==> src/rtl/uart_transmitter.sv <==
// uart_transmitter: transmit half of the UART. Serialises one byte at a time
// onto SOut as an async frame: start bit, 8 data bits LSB-first, stop bit.
// A byte is accepted on a rising edge where DataInValid && DataInReady.
// DataInReady and SOut are both registered.
//
// Optional feature macro: UART_TX_PARITY_EN
//   When defined, an even-parity bit follows the data bits (8E1 framing).
//   When undefined, the frame is plain 8N1 and no parity logic exists.
module uart_transmitter #(
  parameter int CLOCK_FREQ = 33_000_000,
  parameter int BAUD_RATE  = 115_200
) (
  input  logic       Clock,
  input  logic       Reset,
  input  logic [7:0] DataIn,
  input  logic       DataInValid,
  output logic       DataInReady,
  output logic       SOut
);

  // Clocks per serial bit (truncating division) and the counter width for it.
  localparam int SYMBOL_EDGE_TIME = CLOCK_FREQ / BAUD_RATE;
  localparam int CNT_W            = $clog2(SYMBOL_EDGE_TIME);
  localparam logic [CNT_W-1:0] CNT_LAST = CNT_W'(SYMBOL_EDGE_TIME - 1);

  typedef enum logic [2:0] {
    IDLE   = 3'd0,
    START  = 3'd1,
    DATA   = 3'd2,
`ifdef UART_TX_PARITY_EN
    PARITY = 3'd3,
`endif
    STOP   = 3'd4
  } state_t;

  state_t           state;
  logic [CNT_W-1:0] clk_cnt;
  logic [2:0]       bit_cnt;
  logic [7:0]       shift;
`ifdef UART_TX_PARITY_EN
  logic             parity;
`endif

  // Bit-end strobe: the current symbol has been held for its full duration.
  logic bit_end;
  assign bit_end = (clk_cnt == CNT_LAST);

  // Framing FSM; SOut is registered one clock ahead of each symbol so the
  // start bit is on the line right after the accepting edge.
  always_ff @(posedge Clock or posedge Reset) begin
    if (Reset) begin
      state       <= IDLE;
      clk_cnt     <= '0;
      bit_cnt     <= '0;
      shift       <= '0;
      SOut        <= 1'b1;
      DataInReady <= 1'b1;
`ifdef UART_TX_PARITY_EN
      parity      <= 1'b0;
`endif
    end else begin
      case (state)
        IDLE: begin
          if (DataInValid && DataInReady) begin
            shift       <= DataIn;
`ifdef UART_TX_PARITY_EN
            // Parity comes from the captured byte, never from DataIn later.
            parity      <= ^DataIn;
`endif
            bit_cnt     <= '0;
            clk_cnt     <= '0;
            SOut        <= 1'b0;
            DataInReady <= 1'b0;
            state       <= START;
          end
        end

        START: begin
          if (bit_end) begin
            clk_cnt <= '0;
            SOut    <= shift[0];
            state   <= DATA;
          end else begin
            clk_cnt <= clk_cnt + CNT_W'(1);
          end
        end

        DATA: begin
          if (bit_end) begin
            clk_cnt <= '0;
            shift   <= shift >> 1;
            bit_cnt <= bit_cnt + 3'd1;
            if (bit_cnt == 3'd7) begin
`ifdef UART_TX_PARITY_EN
              SOut  <= parity;
              state <= PARITY;
`else
              SOut  <= 1'b1;
              state <= STOP;
`endif
            end else begin
              // Next data bit is the one about to shift into position 0.
              SOut <= shift[1];
            end
          end else begin
            clk_cnt <= clk_cnt + CNT_W'(1);
          end
        end

`ifdef UART_TX_PARITY_EN
        PARITY: begin
          if (bit_end) begin
            clk_cnt <= '0;
            SOut    <= 1'b1;
            state   <= STOP;
          end else begin
            clk_cnt <= clk_cnt + CNT_W'(1);
          end
        end
`endif

        STOP: begin
          if (bit_end) begin
            clk_cnt     <= '0;
            DataInReady <= 1'b1;
            state       <= IDLE;
          end else begin
            clk_cnt <= clk_cnt + CNT_W'(1);
          end
        end

        default: begin
          clk_cnt     <= '0;
          SOut        <= 1'b1;
          DataInReady <= 1'b1;
          state       <= IDLE;
        end
      endcase
    end
  end

endmodule
==> config.mk <==
export PLATFORM = sky130hd
export DESIGN_NAME = uart_transmitter
export DESIGN_NICKNAME = d
export VERILOG_FILES = /design/src/rtl/uart_transmitter.sv
export SDC_FILE = /design/constraint.sdc
export NUM_CORES = 1
export LEC_CHECK = 0
export ABC_AREA = 1
export CELL_PAD_IN_SITES_DETAIL_PLACEMENT = 0
export CELL_PAD_IN_SITES_GLOBAL_PLACEMENT = 1
export CORE_ASPECT_RATIO = 1.5
export CORE_MARGIN = 2
export CORE_UTILIZATION = 47
export CTS_BUF_LIST = sky130_fd_sc_hd__clkbuf_8
export DETAILED_ROUTE_END_ITERATION = 10
export HOLD_SLACK_MARGIN = 0.06
export PLACE_DENSITY = 0.84
export SETUP_SLACK_MARGIN = 0.4
export SLEW_MARGIN = 30
export SYNTH_ARGS = -nofsm -noshare
export SYNTH_HDL_FRONTEND = slang
export SYNTH_SLANG_ARGS = --single-unit
==> constraint.sdc <==
create_clock -name Clock -period 2.1 [get_ports Clock]
set_input_delay 0.525 -clock Clock [delete_from_list [all_inputs] [get_ports Clock]]
set_output_delay 0.525 -clock Clock [all_outputs]
set_load 0.02 [all_outputs]
Word-level counts from Yosys, hierarchy flattened
Index checks and enable logic that the tools add are counted.

Add/subtract/negate cells: 2. Multiply operators: 0. Div/mod/pow operators: 0. Magnitude comparators: 0. Eq/ne operators: 10. Shift-type cells: 0. Multiplexer cells: 22. Bitwise logic cells: 2. Reduce and logical (&&, ||, !) cells: 9.

Operators by type and width (count): $mux W3 (7); $mux W9 (2); $pmux W9 S2 (1); $mux W8 (2); $pmux W8 S2 (1); $pmux W3 S4 (1); $ne A2 B2 Y1 const B (5); $add A9 B1 Y9 const B (1); $eq A9 B9 Y1 const B (1); $eq A3 B3 Y1 const B (2); $pmux W3 S2 (1); $reduce_and A3 Y1 (2); $mux W1 (5); $reduce_and A5 Y1 (1); $pmux W1 S4 (1); $reduce_and A4 Y1 (1); $add A3 B1 Y3 const B (1); $eq A3 B1 Y1 const B (1); $eq A3 B2 Y1 const B (1); $logic_not A3 Y1 (1); $pmux W1 S3 (1); $reduce_or A3 Y1 (1); $not A1 Y1 (2); $reduce_bool A2 Y1 (1); 2 further kinds (2).

Bits in registers: 25. Latch bits: 0. RAM bits: 0. Bits in read-only memories: 0. Input bits: 11. Memories: 0.

Depth between registers and ports, before layout
Depth after elaboration: 4. Depth in mapped cells: 10. Gate-level depth less buffers: 10.

Least setup slack after synthesis
No wires, ideal clock.

Path type: register to register. From: register DataInReady. To: register bit_cnt[1]. Setup time: 0.117 ns. Arrival time: 1.261 ns. Required time: 1.983 ns. Setup slack: 0.722 ns. Stages on the path, launching flop included: 9. Path buffers: 1. Clock period less this slack: 1.378 ns. Path through: dfstp_2 -> nand2_1 -> inv_2 -> nor2_8 -> nor2_4 -> nand2_4 -> buf_6 -> nand2_1 -> o21ai_2.

Longest elaborated chain between the ends: 3.

Ends and longest elaborated chain: start: declaration (RTL line 17) `output logic DataInReady,`; start signal: assignment (RTL line 57) `DataInReady <= 1'b1;`; start signal: assignment (RTL line 73) `DataInReady <= 1'b0;`; start signal: assignment (RTL line 125) `DataInReady <= 1'b1;`; $logic_and A1 B1 Y1 (RTL line 64) `if (DataInValid && DataInReady) begin`; $ne A2 B2 Y1 (no source line); $reduce_and A3 Y1 (no source line); end signal: assignment (RTL line 92) `bit_cnt <= bit_cnt + 3'd1;`; end: declaration (RTL line 38) `logic [2:0] bit_cnt;`.

No other way between the ends. A chain may end at the register's enable or synchronous reset.

Worst setup path after layout
From: register SOut. To: output port SOut.

RTL lines: start: declaration (RTL line 18) `output logic SOut`; start signal: assignment (RTL line 81) `SOut <= shift[0];`; start signal: assignment (RTL line 103) `SOut <= shift[1];`.

No word-level cell between the ends.

==> results.md <==
- Number of vias per cell: roughly 5
- Startpoint Class: register
- Critical R2R Capture: clk_cnt[8]
- Post-Place Cells: 247
- Starting DRT DRC Count: 16
- GPL Wtd Cong: 0.826
- Mapped Cells: about 200
- Syn nets: between 200 and 250
- Die height: around 73 um
- Total power: 2.17 mW
- Multi-input gate area: about 750 um^2
- Drt total wl: ~3.0 mm
- Clk slew on worst S/H paths: ~80 ps
- Unique masters post-synth: 29
- VDD IR max: approximately 0.00066 V
- Worst Hold End: DataInReady
- Power per cell area: about 1300 nW/um^2
- Clk buf depth: 2
- CTS Hold Bufs: 0
- Status: finished clean
- Clk Latency, worst-skew pair: about 270 ps
- Sink Count: 25
- Hold Crit Start: DataInReady
- Post-route DRC violation count: 0
- HPWL Detailed: around 2.3 mm
- Vias: about 1300
- IO Count: 13
- Commonest non-fill, non-tap cells in the layout: nand2_1, dfrtp_1, nor2_1, inv_1, clkdlybuf4s50_1
- Antenna diodes: 0
- Final core utilization: 0.576
- Post-place setup slack: around 250 ps
- Worst Path Max Fanout: 2
- Non-Filler Instances: ~250
- P&R area growth vs syn: 14.9%
- Top cell type's share of synthesized area: 0.390
- Vias in the first global route: approximately 1300
- Max-cap viol count: 0
- Commonest non-fill, non-tap cell in the layout: nand2_1
- Max-slew headroom: 0.786
- Die Area: between 3000 and 4000 um^2
- Row cnt: 24
- Final setup viols: 0
- Min Clock Period, post-route: 1650 ps
- Slowest library cell on the worst path: dfstp_2
- RR Startpoint: clk_cnt[0]
- Leakage: a little under 0.9 nW
- Setup repair after global routing missed its margin: false
- Hold Fails Final Rpt: 0
- Register area share after synthesis: 0.426
- CP Class: reg2out
- CP Cell Sequence: dlygate4sd2_1
- Crit. End Element: primary output
- Nets: 229
- Largest net degree at the start of global routing: 26
- # H-tree levels: 1
- Mean post-synth cell area: between 7 and 8 um^2
- Clock root cell: clkbuf_8
- Slew @ Worst Pin: between 300 and 400 ps
- CP peak stage delay: 540 ps
- Initial core utilization: 0.501
- Core area: slightly below 3000 um^2
- Routed wire per std cell: 11.9 um
- Required time worst endpoint: 1570 ps
- R2R setup slack: between 500 and 600 ps
- Fmax: between 600 and 700 MHz
- Total Routing Usage GR: 0.197
- Hold Path Depth: 2
- Final slew viol count: 0
- Final setup skew: roughly 5.5 ps
- Antenna violations before repair: 0
- Overflow after GRT: 0
- R2R cell count: 8
- Area leader, netlist: dfrtp_1
- Mapped Area: roughly 1500 um^2
- Register area: around 630 um^2
- Hold crit path type: reg2reg
- Port Buf Inserts: 12
- Drt first pass iters: 4
- Global-route wire length before repair: 5.53 mm
- Critical path data arrival time: 1120 ps
- Worst Path Buf+Inv: 1
- CTS tree: done
- Die Width: approximately 50 um
- # fillers: around 300
- Final setup margin: roughly 450 ps
- Remaining antenna violation count: 0
- Cts bufs inserted: 3
- Area contributors post-synth: dfrtp_1, nand2_1, nor2_1, inv_1, dfstp_2
- Post-synthesis register bit count: 25
- Worst path top cell family by delay: flip-flops
- Total negative setup slack: 0 ps
- Crit share post-route: 0.785
- Layout cell share with drive strength beyond 1: 0.136
- Synth Warn #: 0
[kinds of logic after synthesis]
kind of cell / count (synthesis) / synth area share
compound gates: 19 / 0.0772
xor+xnor: 5 / 0.0297
fa+ha+maj: 4 / 0.0339
buf+inv: 23 / 0.0662
flops: 25 / 0.426
simple gates: 121 / 0.367
[state kept, by name (all words and copies together), names as in the netlist]
signal,count
SOut,1
clk_cnt,9
bit_cnt,3
state,3
shift,8
DataInReady,1
[synth_stat cells]
cell type,count
a21oi_1,1
a21oi_2,1
buf_2,1
buf_6,1
dfrtp_1,23
dfstp_2,2
ha_1,4
inv_1,15
inv_2,5
inv_4,1
nand2_1,81
nand2_2,3
nand2_4,2
nand3_1,7
nand3_2,1
nand3b_1,1
nand4_1,1
nor2_1,17
nor2_2,1
nor2_4,2
nor2_8,1
nor3_1,3
nor3_2,1
o21ai_0,4
o21ai_1,8
o21ai_2,3
o21bai_1,1
o22ai_1,1
xor2_1,5
[what timing repair did]
item	4_1_cts	5_1_grt
gates cloned	0	0
gates resized for setup	2	4
endpoints found under the setup margin	2	7
buffers inserted	0	1
pin swaps	0	0
[layer usage]
metal	part of all wire	wire, um	track usage
met2	0.56	1690	0.381
met4	0.024	73	0.0895
met1	0.40	1190	0.211
met5	0	0	0
met3	0.015	46	0.0184
[worst min-delay path, cell delays in order (launching register included)]
cell     delay, ps
dfstp_2        380
nand2_1         50
o21ai_1         50
[worst max path at each step]
stage / endpoint / start / cells after the start
after floorplan: bit_cnt[1] / DataInReady / 8
after global placement: shift[0] / DataInValid / 9
after detailed placement: shift[0] / DataInValid / 9
after CTS: DataInReady / DataInReady / 1
after global routing: shift[0] / DataInValid / 9
final: SOut / SOut / 1
[cell type report]
cell class | count | share of cell area
multi-input combinational | 149 | 0.445
sequential | 25 | 0.371
timing repair buffer | 14 | 0.0790
inverter | 21 | 0.0494
tap | 39 | 0.0288
clock buffer | 3 | 0.0244
clock inverter | 1 | 0.00221
[report_power, final]
part           switching [mW]  internal, mW
registers               0.122         0.648
clock network           0.150         0.131
logic                   0.743         0.374
[through the flow]
| step | hold WS [ps] | instance area (um^2) |
|---|---|---|
| floorplan | 449 | 1480 |
| global placement | 465 | 1640 |
| detailed placement | 466 | 1640 |
| CTS | 482 | 1680 |
| global route | 502 | 1700 |
| finish | 483 | 1700 |
No activity file was read; power rests on OpenSTA's default activity.
